## config.mk

```make
export PLATFORM = sky130hd
export DESIGN_NAME = iter_divider
export DESIGN_NICKNAME = d
export VERILOG_FILES = /design/src/rtl/div_pkg.sv /design/src/rtl/div_negate.sv /design/src/rtl/iter_divider.sv
export SDC_FILE = /design/constraint.sdc
export NUM_CORES = 1
export LEC_CHECK = 0
export ABC_AREA = 1
export ABC_CLOCK_PERIOD_IN_PS = 5300
export CAP_MARGIN = 20
export CORE_UTILIZATION = 35
export CTS_CLUSTER_DIAMETER = 50
export DETAILED_ROUTE_END_ITERATION = 8
export DONT_BUFFER_PORTS = 1
export HOLD_SLACK_MARGIN = 0.06
export PLACE_DENSITY = 0.59
export SLEW_MARGIN = 0
export SYNTH_ARGS = -nofsm -noshare
export SYNTH_HDL_FRONTEND = slang
export SYNTH_HIERARCHICAL = 1
export SYNTH_SLANG_ARGS = --single-unit
```

## constraint.sdc

```tcl
create_clock -name clock -period 5.3 [get_ports clock]
set_input_delay 1.06 -clock clock [delete_from_list [all_inputs] [get_ports clock]]
set_output_delay 1.06 -clock clock [all_outputs]
set_load 0.02 [all_outputs]
```

## src/rtl/div_pkg.sv

```systemverilog
// Shared types and constants for the iterative divider.
// The optional signed datapath is enabled by defining DIV_SIGNED_EN.
package div_pkg;

  localparam int DIV_WIDTH = 32;

  typedef enum logic [1:0] {
    IDLE = 2'd0,
    RUN  = 2'd1,
    FIX  = 2'd2
  } div_state_t;

  // Quotient reported for a zero divisor (all ones at any width).
  localparam logic [DIV_WIDTH-1:0] DIV_DBZ_QUO = '1;

  function automatic int div_cnt_w(input int width);
    return $clog2(width + 1);
  endfunction

  localparam int DIV_CNT_W = div_cnt_w(DIV_WIDTH);

endpackage

```

## src/rtl/div_negate.sv

```systemverilog
// Two's-complement negate: the ALU's bitwise inverter followed by an increment.
module div_negate #(
  parameter int WIDTH = 32
) (
  input  logic [WIDTH-1:0] i_a,
  output logic [WIDTH-1:0] o_neg
);

  logic [WIDTH-1:0] w_inv;

  assign w_inv = ~i_a;
  assign o_neg = w_inv + {{(WIDTH-1){1'b0}}, 1'b1};

endmodule

```

## src/rtl/iter_divider.sv

```systemverilog
// Restoring divider, one quotient bit per cycle; DIV_SIGNED_EN builds the
// operand/result negation and sign fix-up, otherwise op_signed is ignored.
// Handshake: start is sampled only in IDLE; ready pulses one cycle when results update.
module iter_divider
  import div_pkg::*;
#(
  parameter int WIDTH = DIV_WIDTH
) (
  input  logic             clock,
  input  logic             reset_n,
  input  logic             start,
  input  logic             op_signed,
  input  logic [WIDTH-1:0] dividend,
  input  logic [WIDTH-1:0] divisor,
  output logic             busy,
  output logic             ready,
  output logic [WIDTH-1:0] quotient,
  output logic [WIDTH-1:0] remainder,
  output logic             div_by_zero,
  output div_state_t       o_dbg_state
);

  localparam int CNT_W = div_cnt_w(WIDTH);
  localparam logic [WIDTH-1:0] DBZ_Q = {WIDTH{DIV_DBZ_QUO[0]}};

  div_state_t       r_state, w_next;
  logic [CNT_W-1:0] r_cnt;
  logic [WIDTH-1:0] r_rem, r_quo, r_dvs, r_dvd;
  logic [WIDTH-1:0] r_quotient, r_remainder;
  logic             r_neg_q, r_neg_r, r_dbz_pend, r_dbz, r_ready;
  logic [WIDTH-1:0] w_dvd_mag, w_dvs_mag, w_quo_fix, w_rem_fix;
  logic             w_neg_q, w_neg_r;
  logic [WIDTH+1:0] w_trial;
  logic             w_unused_trial;

`ifdef DIV_SIGNED_EN
  logic             w_dvd_s, w_dvs_s;
  logic [WIDTH-1:0] w_dvd_n, w_dvs_n, w_quo_n, w_rem_n;

  assign w_dvd_s = op_signed & dividend[WIDTH-1];
  assign w_dvs_s = op_signed & divisor[WIDTH-1];

  div_negate #(.WIDTH(WIDTH)) u_neg_dvd (.i_a(dividend), .o_neg(w_dvd_n));
  div_negate #(.WIDTH(WIDTH)) u_neg_dvs (.i_a(divisor),  .o_neg(w_dvs_n));
  div_negate #(.WIDTH(WIDTH)) u_neg_quo (.i_a(r_quo),    .o_neg(w_quo_n));
  div_negate #(.WIDTH(WIDTH)) u_neg_rem (.i_a(r_rem),    .o_neg(w_rem_n));

  assign w_dvd_mag = w_dvd_s ? w_dvd_n : dividend;
  assign w_dvs_mag = w_dvs_s ? w_dvs_n : divisor;
  assign w_neg_q   = w_dvd_s ^ w_dvs_s;
  assign w_neg_r   = w_dvd_s;
  assign w_quo_fix = r_neg_q ? w_quo_n : r_quo;
  assign w_rem_fix = r_neg_r ? w_rem_n : r_rem;
`else
  logic w_unused_sign;

  assign w_unused_sign = ^{op_signed, r_neg_q, r_neg_r};
  assign w_dvd_mag = dividend;
  assign w_dvs_mag = divisor;
  assign w_neg_q   = 1'b0;
  assign w_neg_r   = 1'b0;
  assign w_quo_fix = r_quo;
  assign w_rem_fix = r_rem;
`endif

  // Shifted partial remainder can reach WIDTH+1 bits; the extra top bit is the borrow.
  assign w_trial        = {1'b0, r_rem, r_quo[WIDTH-1]} - {2'b00, r_dvs};
  assign w_unused_trial = w_trial[WIDTH];

  always_ff @(posedge clock or negedge reset_n) begin
    if (!reset_n) r_state <= IDLE;
    else          r_state <= w_next;
  end

  always_comb begin
    w_next = r_state;
    case (r_state)
      IDLE:    if (start) w_next = (divisor == '0) ? FIX : RUN;
      RUN:     if (r_cnt == CNT_W'(WIDTH - 1)) w_next = FIX;
      FIX:     w_next = IDLE;
      default: w_next = IDLE;
    endcase
  end

  always_ff @(posedge clock or negedge reset_n) begin
    if (!reset_n) begin
      r_cnt       <= '0;
      r_rem       <= '0;
      r_quo       <= '0;
      r_dvs       <= '0;
      r_dvd       <= '0;
      r_neg_q     <= 1'b0;
      r_neg_r     <= 1'b0;
      r_dbz_pend  <= 1'b0;
      r_quotient  <= '0;
      r_remainder <= '0;
      r_dbz       <= 1'b0;
      r_ready     <= 1'b0;
    end else begin
      r_ready <= 1'b0;
      case (r_state)
        IDLE: if (start) begin
          r_dvd      <= dividend;
          r_dvs      <= w_dvs_mag;
          r_quo      <= w_dvd_mag;
          r_rem      <= '0;
          r_cnt      <= '0;
          r_neg_q    <= w_neg_q;
          r_neg_r    <= w_neg_r;
          r_dbz_pend <= (divisor == '0);
        end
        RUN: begin
          if (!w_trial[WIDTH+1]) r_rem <= w_trial[WIDTH-1:0];
          else                   r_rem <= {r_rem[WIDTH-2:0], r_quo[WIDTH-1]};
          r_quo <= {r_quo[WIDTH-2:0], ~w_trial[WIDTH+1]};
          r_cnt <= r_cnt + 1'b1;
        end
        FIX: begin
          r_quotient  <= r_dbz_pend ? DBZ_Q : w_quo_fix;
          r_remainder <= r_dbz_pend ? r_dvd : w_rem_fix;
          r_dbz       <= r_dbz_pend;
          r_ready     <= 1'b1;
        end
        default: ;
      endcase
    end
  end

  assign busy        = (r_state != IDLE);
  assign ready       = r_ready;
  assign quotient    = r_quotient;
  assign remainder   = r_remainder;
  assign div_by_zero = r_dbz;
  assign o_dbg_state = r_state;

endmodule

```

==> results.yml <==
clock_tree:
  cts_root_buf: "clkbuf_16"
  clock_path_buffers: 3
  postCtsHoldBufs: 0
  postCtsSetupBuffers: 0
  ctsResizeCount: 0
  clock-sinks: 203
  clkTransAtPathRegs_ns: 0.06
  htree_levels: 1
  numCtsBuffers: 26
  clk-insertion-delay-late_ns: 0.52
  cts_tree: "built"
placed_design:
  port_buffers: 0
  dpl.hpwl_mm: 21.6
  gp_congestion: 0.913
yosys:
  yosysUniqueCellTypes: 34
  synth_top_flop_cell: "dfrtp_1"
  synthCells: 1509
  synthTopCellsByArea: "dfrtp_1, nand2_1, inv_1"
  yosysSeqAreaShare_pct: 45.6
  synth-edff-count: 0
  synthTopCellsByCount: "nand2_1, dfrtp_1, inv_1"
  yosysTopAreaCell: "dfrtp_1"
  syn_area_mm2: 0.0111
  synth.top_cell.area_share_pct: 45.6
  yosys.cell_count.top_type: "nand2_1"
  async_flop_share_pct: 100
  ys_ff_latch: 203
  synth_fp_nets: 1611
  syn_area_per_cell_um2: 7.38
  synth_warnings: 6
sta:
  layout_min_cycle_time_ns: 3.06
  finalCritPeriodShare_pct: 57.8
  maxSlewViolCount: 0
  hold_violations: 0
  grt_setup_unrepaired: "false"
  setup_viol: 0
  fin_worst_skew_ns: 0.0102
  relSlewSlack_pct: 30.7
  setup_tns_ns: 0
  fmax_mhz: 327
  tightest_slew_ns: 1.04
status:
  status: "completed"
drt:
  drc: 0
  routed-via-count: 9452
  met1_length_mm: 14.5
  wl_mm: 30.6
  drt-initial-drc-count: 723
  wl_met2_mm: 13.5
  ant_nets: 0
  wl_met3_mm: 2.15
  drt_pass1_iterations: 5
  routedWlPerCell_um: 16.2
  highest_layer: "met4"
  vias_per_cell: 4.99
setup_path:
  cp.arrival_ns: 3.46
  path_cells: "ha_1 > nand2_1 > inv_1 > a21oi_2 > nand2_1 > a21oi_4 > nand2_4 > nand3_1 > nand3_1"
  r2r_cells: 9
  max_stage_delay_ns: 0.83
  r2r_start: "r_rem[23]"
  critPathBufInv: 1
  cp-endpoint: "r_rem[19]"
  crit_start: "r_rem[23]"
  regToRegEndpoint: "r_rem[19]"
  critical_path_required_ns: 5.70
  cpMaxStageDelayCell: "a21oi_4"
  worstSetupPathType: "reg -> reg"
  start_kind: "register"
  r2r_setup_slack_ns: 2.24
  cp_top_family: "simple AND/OR/NAND/NOR gates"
  cp.depth: 9
  setup.worst_path.end_class: "register"
  crit_fanout: 34
power:
  clock_power_share_pct: 18.5
  switching_share_pct: 48.3
  p_per_area_mw_per_mm2: 768
  ir_drop_mv: 0.337
  internal-power_uw: 4870
  seqPwrFrac_pct: 33.0
  power.leakage_uw: 0.00633
  power_uw: 9430
  power_switching_uw: 4560
  combinationalPowerShare_pct: 48.5
global_routing:
  overflow: 0
  grt_pass1_wl_mm: 49.5
  antenna_found_initial: 0
  grt_pass1_vias: 9061
  grt_max_degree: 204
  grt_util_all_layers_pct: 18.9
floorplan:
  die_area_mm2: 0.0325
  die_h_um: 180
  rows: 64
  start_util_pct: 36.0
  fp.dieW_um: 180
  ioPinCount: 137
  core_mm2: 0.0309
layout:
  fillers: 3197
  layout.area.seq_mm2: 0.00508
  diodes: 0
  area_growth_pct: 10.3
  nets: 1583
  final_layout_size_suffix_gt1_share_pct: 4.67
  multi_input_area_mm2: 0.00499
run:
  max-cap-violations: 0
hold_path:
  min-delay-path-class: "in -> async"
==> state kept, by name (all words and copies together), names as in the netlist <==
name / cells
r_rem: 32
r_dbz_pend: 1
r_quo: 32
ready: 1
r_dvs: 32
div_by_zero: 1
quotient: 32
r_dvd: 32
o_dbg_state: 2
remainder: 32
r_cnt: 6
==> worst reg2reg max path, cell delays in order, from the launching register on <==
cell and delay [ns]:
dfrtp_1 0.47, ha_1 0.42, nand2_1 0.13, inv_1 0.07
a21oi_2 0.15, nand2_1 0.12, a21oi_4 0.83, nand2_4 0.43
nand3_1 0.24, nand3_1 0.09
==> routing by layer <==
metal / up-vias / global-route usage, %
li1: 4758 / -
met1: 4442 / 26.4
met2: 222 / 29.4
met3: 30 / 4.55
met4: 0 / 3.93
met5: - / 0
==> per-stage QoR <==
| step | std cells | area (um^2) | hold slack [ns] | setup slack (ns) | util (%) |
|---|---|---|---|---|---|
| floorplan | 1509 | 11100 | 0.435 | 3.37 | - |
| global placement | 1848 | 11400 | 0.451 | 2.31 | 36.9 |
| detailed placement | 1849 | 11400 | 0.462 | 2.27 | 36.9 |
| CTS | 1894 | 12300 | 0.232 | 2.27 | 39.7 |
| global route | 1894 | 12300 | 0.216 | 2.02 | 39.7 |
| finish | 1894 | 12300 | 0.243 | 2.24 | 39.7 |
==> cell families after synthesis <==
logic type / Yosys count / share of synthesized area [%]
buffers and inverters: 270 / 9.73
xor gates and xnor gates: 14 / 1.10
adders and majority gates: 34 / 3.89
AOI/OAI and AO/OA: 227 / 11.2
DFF: 203 / 45.6
and+or+nand+nor: 761 / 28.5
==> how the worst min path moves through the flow <==
stage / slack (ns) / cells past startpoint / end / from
global route: 0.22 / 0 / r_dvs[26] / reset_n
finish: 0.24 / 0 / r_dvs[26] / reset_n
detailed placement: 0.46 / 1 / r_cnt[5] / r_cnt[5]
CTS: 0.23 / 0 / r_dvs[26] / reset_n
global placement: 0.45 / 1 / r_cnt[5] / r_cnt[5]
floorplan: 0.43 / 1 / r_cnt[5] / r_cnt[5]
==> power by group through the flow <==
stage          clock network (uW)  logic (uW)  registers [uW]
2_1_floorplan                   0        3640            2930
3_3_place_gp                    0        4490            3110
3_5_place_dp                    0        4570            3120
4_1_cts                      1780        4590            3110
5_1_grt                      1860        5250            3190
6_report                     1750        4570            3110
==> cell type report <==
type,count,share of cell area (%)
clock buffer,37,6.30
clock inverter,8,0.723
inverter,205,6.26
multi-input combinational,1036,40.6
sequential,203,41.4
tap,396,4.03
timing repair buffer,9,0.713
==> cell usage in the layout, fill, tap and decap left out, types with 5 or more instances in the layout <==
master / instances
nor4_1: 8
dfrtp_1: 203
buf_4: 8
clkbuf_16: 27
nand4_1: 48
nand2_1: 485
o21ai_0: 133
inv_2: 5
clkbuf_8: 6
inv_1: 200
nor2_1: 115
a22oi_1: 31
nand3_1: 85
nand2_2: 5
a21oi_1: 55
xor2_1: 14
ha_1: 33
No activity file was read; power rests on OpenSTA's default activity.
